===== src/rtl/transmitter_if.sv =====
// Serial transmitter handshake bundle: baud tick, FIFO side and serial/status outputs.
// The transmitter attaches through the slave modport; the driver side uses master.
interface transmitter_if #(
    parameter int SIZE_DATA = 8
);
    logic                 i_stick;
    logic                 i_tx_en;
    logic                 i_fifo_empty;
    logic [SIZE_DATA-1:0] i_tx_data;
    logic                 o_fifo_rd;
    logic                 o_tx_serial;
    logic                 o_tx_busy;
    logic                 o_tx_done;

    modport master (
        output i_stick, i_tx_en, i_fifo_empty, i_tx_data,
        input  o_fifo_rd, o_tx_serial, o_tx_busy, o_tx_done
    );

    modport slave (
        input  i_stick, i_tx_en, i_fifo_empty, i_tx_data,
        output o_fifo_rd, o_tx_serial, o_tx_busy, o_tx_done
    );
endinterface


===== src/rtl/transmitter.sv =====
// UART-style serial transmitter: start bit, SIZE_DATA bits LSB first, optional even parity, one stop bit.
// Define UART_TX_PARITY_EN to add the parity bit; default build sends no parity.
module transmitter #(
    parameter int SIZE_DATA   = 8,
    parameter int OVER_SAMPLE = 16
) (
    input  logic          i_clk,
    input  logic          i_rst,
    transmitter_if.slave  bus
);
    localparam int CW = $clog2(OVER_SAMPLE);
    localparam int IW = (SIZE_DATA > 1) ? $clog2(SIZE_DATA) : 1;

    localparam logic [2:0] ST_IDLE   = 3'd0;
    localparam logic [2:0] ST_START  = 3'd1;
    localparam logic [2:0] ST_DATA   = 3'd2;
`ifdef UART_TX_PARITY_EN
    localparam logic [2:0] ST_PARITY = 3'd3;
`endif
    localparam logic [2:0] ST_STOP   = 3'd4;

    logic [2:0]           state_q, state_d;
    logic [CW-1:0]        cnt_q, cnt_d;
    logic [IW-1:0]        idx_q, idx_d;
    logic [SIZE_DATA-1:0] hold_q, hold_d;
    logic                 done_q, done_d;
    logic                 accept;
    logic                 bit_end;
    logic                 serial;

    // Reset is folded in so the pop strobe is low for the whole reset window.
    assign accept  = (state_q == ST_IDLE) & bus.i_tx_en & ~bus.i_fifo_empty & ~i_rst;
    assign bit_end = bus.i_stick & (cnt_q == CW'(OVER_SAMPLE - 1));

    always_comb begin
        state_d = state_q;
        cnt_d   = cnt_q;
        idx_d   = idx_q;
        hold_d  = hold_q;
        done_d  = 1'b0;
        if (accept) begin
            hold_d  = bus.i_tx_data;
            cnt_d   = '0;
            idx_d   = '0;
            state_d = ST_START;
        end else if (state_q != ST_IDLE && bus.i_stick) begin
            cnt_d = bit_end ? '0 : cnt_q + CW'(1);
            if (bit_end) begin
                case (state_q)
                    ST_START: begin
                        state_d = ST_DATA;
                        idx_d   = '0;
                    end
                    ST_DATA: begin
                        if (idx_q == IW'(SIZE_DATA - 1)) begin
`ifdef UART_TX_PARITY_EN
                            state_d = ST_PARITY;
`else
                            state_d = ST_STOP;
`endif
                        end else begin
                            idx_d = idx_q + IW'(1);
                        end
                    end
`ifdef UART_TX_PARITY_EN
                    ST_PARITY: state_d = ST_STOP;
`endif
                    ST_STOP: begin
                        state_d = ST_IDLE;
                        done_d  = 1'b1;
                    end
                    default: state_d = ST_IDLE;
                endcase
            end
        end
    end

    // Line level is a pure decode of registered state, so inputs never glitch the line.
    always_comb begin
        serial = 1'b1;
        case (state_q)
            ST_START:  serial = 1'b0;
            ST_DATA:   serial = hold_q[idx_q];
`ifdef UART_TX_PARITY_EN
            ST_PARITY: serial = ^hold_q;
`endif
            default:   serial = 1'b1;
        endcase
    end

    always_ff @(posedge i_clk or posedge i_rst) begin
        if (i_rst) begin
            state_q <= ST_IDLE;
            cnt_q   <= '0;
            idx_q   <= '0;
            hold_q  <= '0;
            done_q  <= 1'b0;
        end else begin
            state_q <= state_d;
            cnt_q   <= cnt_d;
            idx_q   <= idx_d;
            hold_q  <= hold_d;
            done_q  <= done_d;
        end
    end

    assign bus.o_fifo_rd   = accept;
    assign bus.o_tx_serial = serial;
    assign bus.o_tx_busy   = (state_q != ST_IDLE);
    assign bus.o_tx_done   = done_q;
endmodule


===== src/flat_wrapper.sv =====
// flat-port wrapper written by rule: the top's interface ports become plain ports
module transmitter_flat 
#(
    parameter int SIZE_DATA   = 8,
    parameter int OVER_SAMPLE = 16
)
  (i_clk, i_rst, bus_i_stick, bus_i_tx_en, bus_i_fifo_empty, bus_i_tx_data, bus_o_fifo_rd, bus_o_tx_serial, bus_o_tx_busy, bus_o_tx_done);
  transmitter_if #(.SIZE_DATA(SIZE_DATA)) bus_i ();
  input  logic i_clk;
  input  logic i_rst;
  input wire logic [$bits(bus_i.i_stick)-1:0] bus_i_stick;
  input wire logic [$bits(bus_i.i_tx_en)-1:0] bus_i_tx_en;
  input wire logic [$bits(bus_i.i_fifo_empty)-1:0] bus_i_fifo_empty;
  input wire logic [$bits(bus_i.i_tx_data)-1:0] bus_i_tx_data;
  output wire logic [$bits(bus_i.o_fifo_rd)-1:0] bus_o_fifo_rd;
  output wire logic [$bits(bus_i.o_tx_serial)-1:0] bus_o_tx_serial;
  output wire logic [$bits(bus_i.o_tx_busy)-1:0] bus_o_tx_busy;
  output wire logic [$bits(bus_i.o_tx_done)-1:0] bus_o_tx_done;
  assign bus_i.i_stick = bus_i_stick;
  assign bus_i.i_tx_en = bus_i_tx_en;
  assign bus_i.i_fifo_empty = bus_i_fifo_empty;
  assign bus_i.i_tx_data = bus_i_tx_data;
  assign bus_o_fifo_rd = bus_i.o_fifo_rd;
  assign bus_o_tx_serial = bus_i.o_tx_serial;
  assign bus_o_tx_busy = bus_i.o_tx_busy;
  assign bus_o_tx_done = bus_i.o_tx_done;
  transmitter #(.SIZE_DATA(SIZE_DATA), .OVER_SAMPLE(OVER_SAMPLE)) u_core (.i_clk(i_clk), .i_rst(i_rst), .bus(bus_i));
endmodule

===== config.mk =====
export PLATFORM = sky130hd
export DESIGN_NAME = transmitter_flat
export DESIGN_NICKNAME = d
export VERILOG_FILES = /design/src/rtl/transmitter_if.sv /design/src/rtl/transmitter.sv /design/src/flat_wrapper.sv
export SDC_FILE = /design/constraint.sdc
export NUM_CORES = 1
export LEC_CHECK = 0
export BUFFER_PORTS_ARGS = -buffer_cell sky130_fd_sc_hd__buf_2
export CELL_PAD_IN_SITES_DETAIL_PLACEMENT = 1
export CELL_PAD_IN_SITES_GLOBAL_PLACEMENT = 1
export CORE_MARGIN = 2
export CORE_UTILIZATION = 40
export CTS_BUF_LIST = sky130_fd_sc_hd__clkbuf_8
export DETAILED_ROUTE_END_ITERATION = 7
export PLACE_DENSITY = 0.71
export SETUP_SLACK_MARGIN = 0.5
export SLEW_MARGIN = 20
export SYNTH_ARGS = -nofsm -noshare
export SYNTH_HDL_FRONTEND = slang
export SYNTH_SLANG_ARGS = --single-unit

===== constraint.sdc =====
create_clock -name i_clk -period 4.6 [get_ports i_clk]
set_clock_uncertainty 0.15 [all_clocks]
set_input_delay 0.46 -clock i_clk [delete_from_list [all_inputs] [get_ports i_clk]]
set_output_delay 0.46 -clock i_clk [all_outputs]
set_load 0.1 [all_outputs]

==> metrics.csv <==
metric;value;unit
worstPathMaxFanout;12;
synthCells;102;
numCtsBuffers;3;
status;complete, no violations;
grt_usage;18.0;%
switching_share;42.6;%
seqPwrFrac;44.7;%
clkSinkCount;19;
holdWs;207;ps
drt_iter0_drc;6;
drv_slew;0;
leakagePower;0.569;nW
layout-area-overhead-vs-synth;13.7;%
cts_resized;0;
nets;135;
crit_path_end_kind;output pin;
hold_viol;0;
fin_ws;1410;ps
yosysUniqueCellTypes;29;
period_needed;3190;ps
pwr-share-comb;38.2;%
drv_cap;0;
final-seq-area;475;µm²
clock_path_buffers;2;
clockRootBuffer;clkbuf_8;
powerDensity;597;nW/µm²
num_antenna_cells;0;
postSynth.asyncResetShare;100;%
critPathKind;flip-flop to output pin;
max_freq;313;MHz
finalCritPeriodShare;69.4;%
ys_seq_elements;19;
ir_worst_vdd;329;µV
gp_congestion;0.699;
final_common_cell;nand2_1;
postRouteAntennaNets;0;
rows;17;
rrSetupSlack;2330;ps
core;2250;µm²
worst_pin_slew;772;ps
final_cell_mix;31 x nand2_1, 19 x dfrtp_1, 16 x buf_2;
cts_tree;done;
final_cells;146;
fillers;288;
slew_headroom;48.5;%
cp.required;3990;ps
io_pins;17;
io_buffers;16;
reg2reg_depth;4;
hp-class;primary input to asynchronous set/reset pin;
p_int;377;µW
insertion_delay;250;ps
r2r-start;u_core.state_q[0];
multi_input_area;435;µm²
post-place-ws;1660;ps
drt_wl_total;2160;µm
setup.worst_path.start;u_core.state_q[0];
path_clk_slew;70;ps
synth-main-ff-cell;dfrtp_1;
first_pass_iters;4;
cts_setup_buffers;0;
final_util;48.8;%
die_w;53.2;µm
grt_first_pass_wirelength;3660;µm
place_inst;142;
detailedPlacementHpwl;1670;µm
ys_seq_area_share;49.1;%
vias;781;
cp-start-kind;flip-flop;
synth_edf_count;0;
crit_end;bus_o_fifo_rd;
wl_per_cell;14.8;µm
setup_tns;0;ps
reg2reg_to;u_core.idx_q[0];
yosys_warnings;0;
synthesis.area;968;µm²
initial_core_util;43.0;%
setup_violations;0;
grt_max_degree;20;
drcViolationCount;0;
rsz0062_at_grt;false;
power.net_switching;280;µW
worstPathArrival;2580;ps
drive_above_1_share;21.2;%
grt_pass1_vias;782;
grt-ovfl-total;0;
dieArea;2830;µm²
antenna_found_initial;0;
die_y;53.2;µm
ctsHoldBuffers;0;
clkPwrFrac;17.2;%
htreeDepth;1;
avgViaCountPerCell;5.35;
syn_avg_cell_area;9.49;µm²
synth_fp_nets;118;
power by group through the flow:
stage / Combinational [mW] / Sequential (mW) / Clock (mW)
6_report: 0.251 / 0.293 / 0.113
5_1_grt: 0.276 / 0.304 / 0.126
4_1_cts: 0.255 / 0.295 / 0.118
3_5_place_dp: 0.253 / 0.298 / 0
3_3_place_gp: 0.242 / 0.291 / 0
2_1_floorplan: 0.221 / 0.273 / 0
cell usage after synthesis (3+ instances only):
master | n | area [µm²]
a21oi_1 | 3 | 15.0
dfrtp_1 | 19 | 475
ha_1 | 3 | 37.5
inv_1 | 8 | 30.0
mux2i_1 | 4 | 40.0
nand2_1 | 31 | 116
nand3_1 | 4 | 20.0
nor2_1 | 4 | 15.0
nor3_1 | 4 | 20.0
o21ai_0 | 3 | 15.0
sequential cells by signal, indices dropped and copies added (netlist names):
signal and count:
u_core.hold_q 8, u_core.cnt_q 4, u_core.idx_q 3, u_core.state_q 3, u_core.bus.o_tx_done 1
kinds of logic after synthesis:
| family | Yosys count | share of synthesized area, % |
|---|---|---|
| compound gates | 12 | 8.92 |
| mux | 6 | 8.01 |
| simple gates | 49 | 23.3 |
| fa+ha+maj | 3 | 3.88 |
| flops | 19 | 49.1 |
| buf+inv | 12 | 5.94 |
| xor+xnor | 1 | 0.905 |
critical path, cell delays in order, from the launching register on:
cell and delay (ps):
dfrtp_1 490, or3_4 450, or4b_4 590, inv_1 300, buf_2 500
how the worst min path moves through the flow:
stage | slack (ps) | to | startpoint
2_1_floorplan | 260 | u_core.bus.o_tx_done | i_rst
3_3_place_gp | 300 | u_core.hold_q[4] | u_core.hold_q[4]
3_5_place_dp | 310 | u_core.hold_q[7] | u_core.hold_q[7]
4_1_cts | 240 | u_core.state_q[0] | i_rst
5_1_grt | 250 | u_core.hold_q[2] | i_rst
6_report | 210 | u_core.bus.o_tx_done | i_rst
metrics by stage:
stage	power (mW)	instance area, µm²
2_1_floorplan	0.494	968
3_3_place_gp	0.533	1060
3_5_place_dp	0.552	1060
4_1_cts	0.668	1100
5_1_grt	0.706	1100
6_report	0.657	1100
routing by layer:
| metal | wire length (µm) | GRT usage (%) | share of wire, % | up-vias |
|---|---|---|---|---|
| met1 | 1000 | 24.0 | 46 | 388 |
| met3 | 52 | 2.54 | 2.4 | 4 |
| met2 | 1080 | 30.0 | 50 | 11 |
| li1 | - | - | - | 378 |
| met5 | 0 | 0 | 0 | - |
| met4 | 32 | 5.13 | 1.5 | 0 |
final cells by class:
class,instances,area share (%)
clock buffer,3,3.75
timing repair buffer,16,7.27
inverter,8,2.73
sequential,19,43.2
tap,28,3.18
clock inverter,1,0.341
multi-input combinational,71,39.5
(Power assumes the default switching activity.)
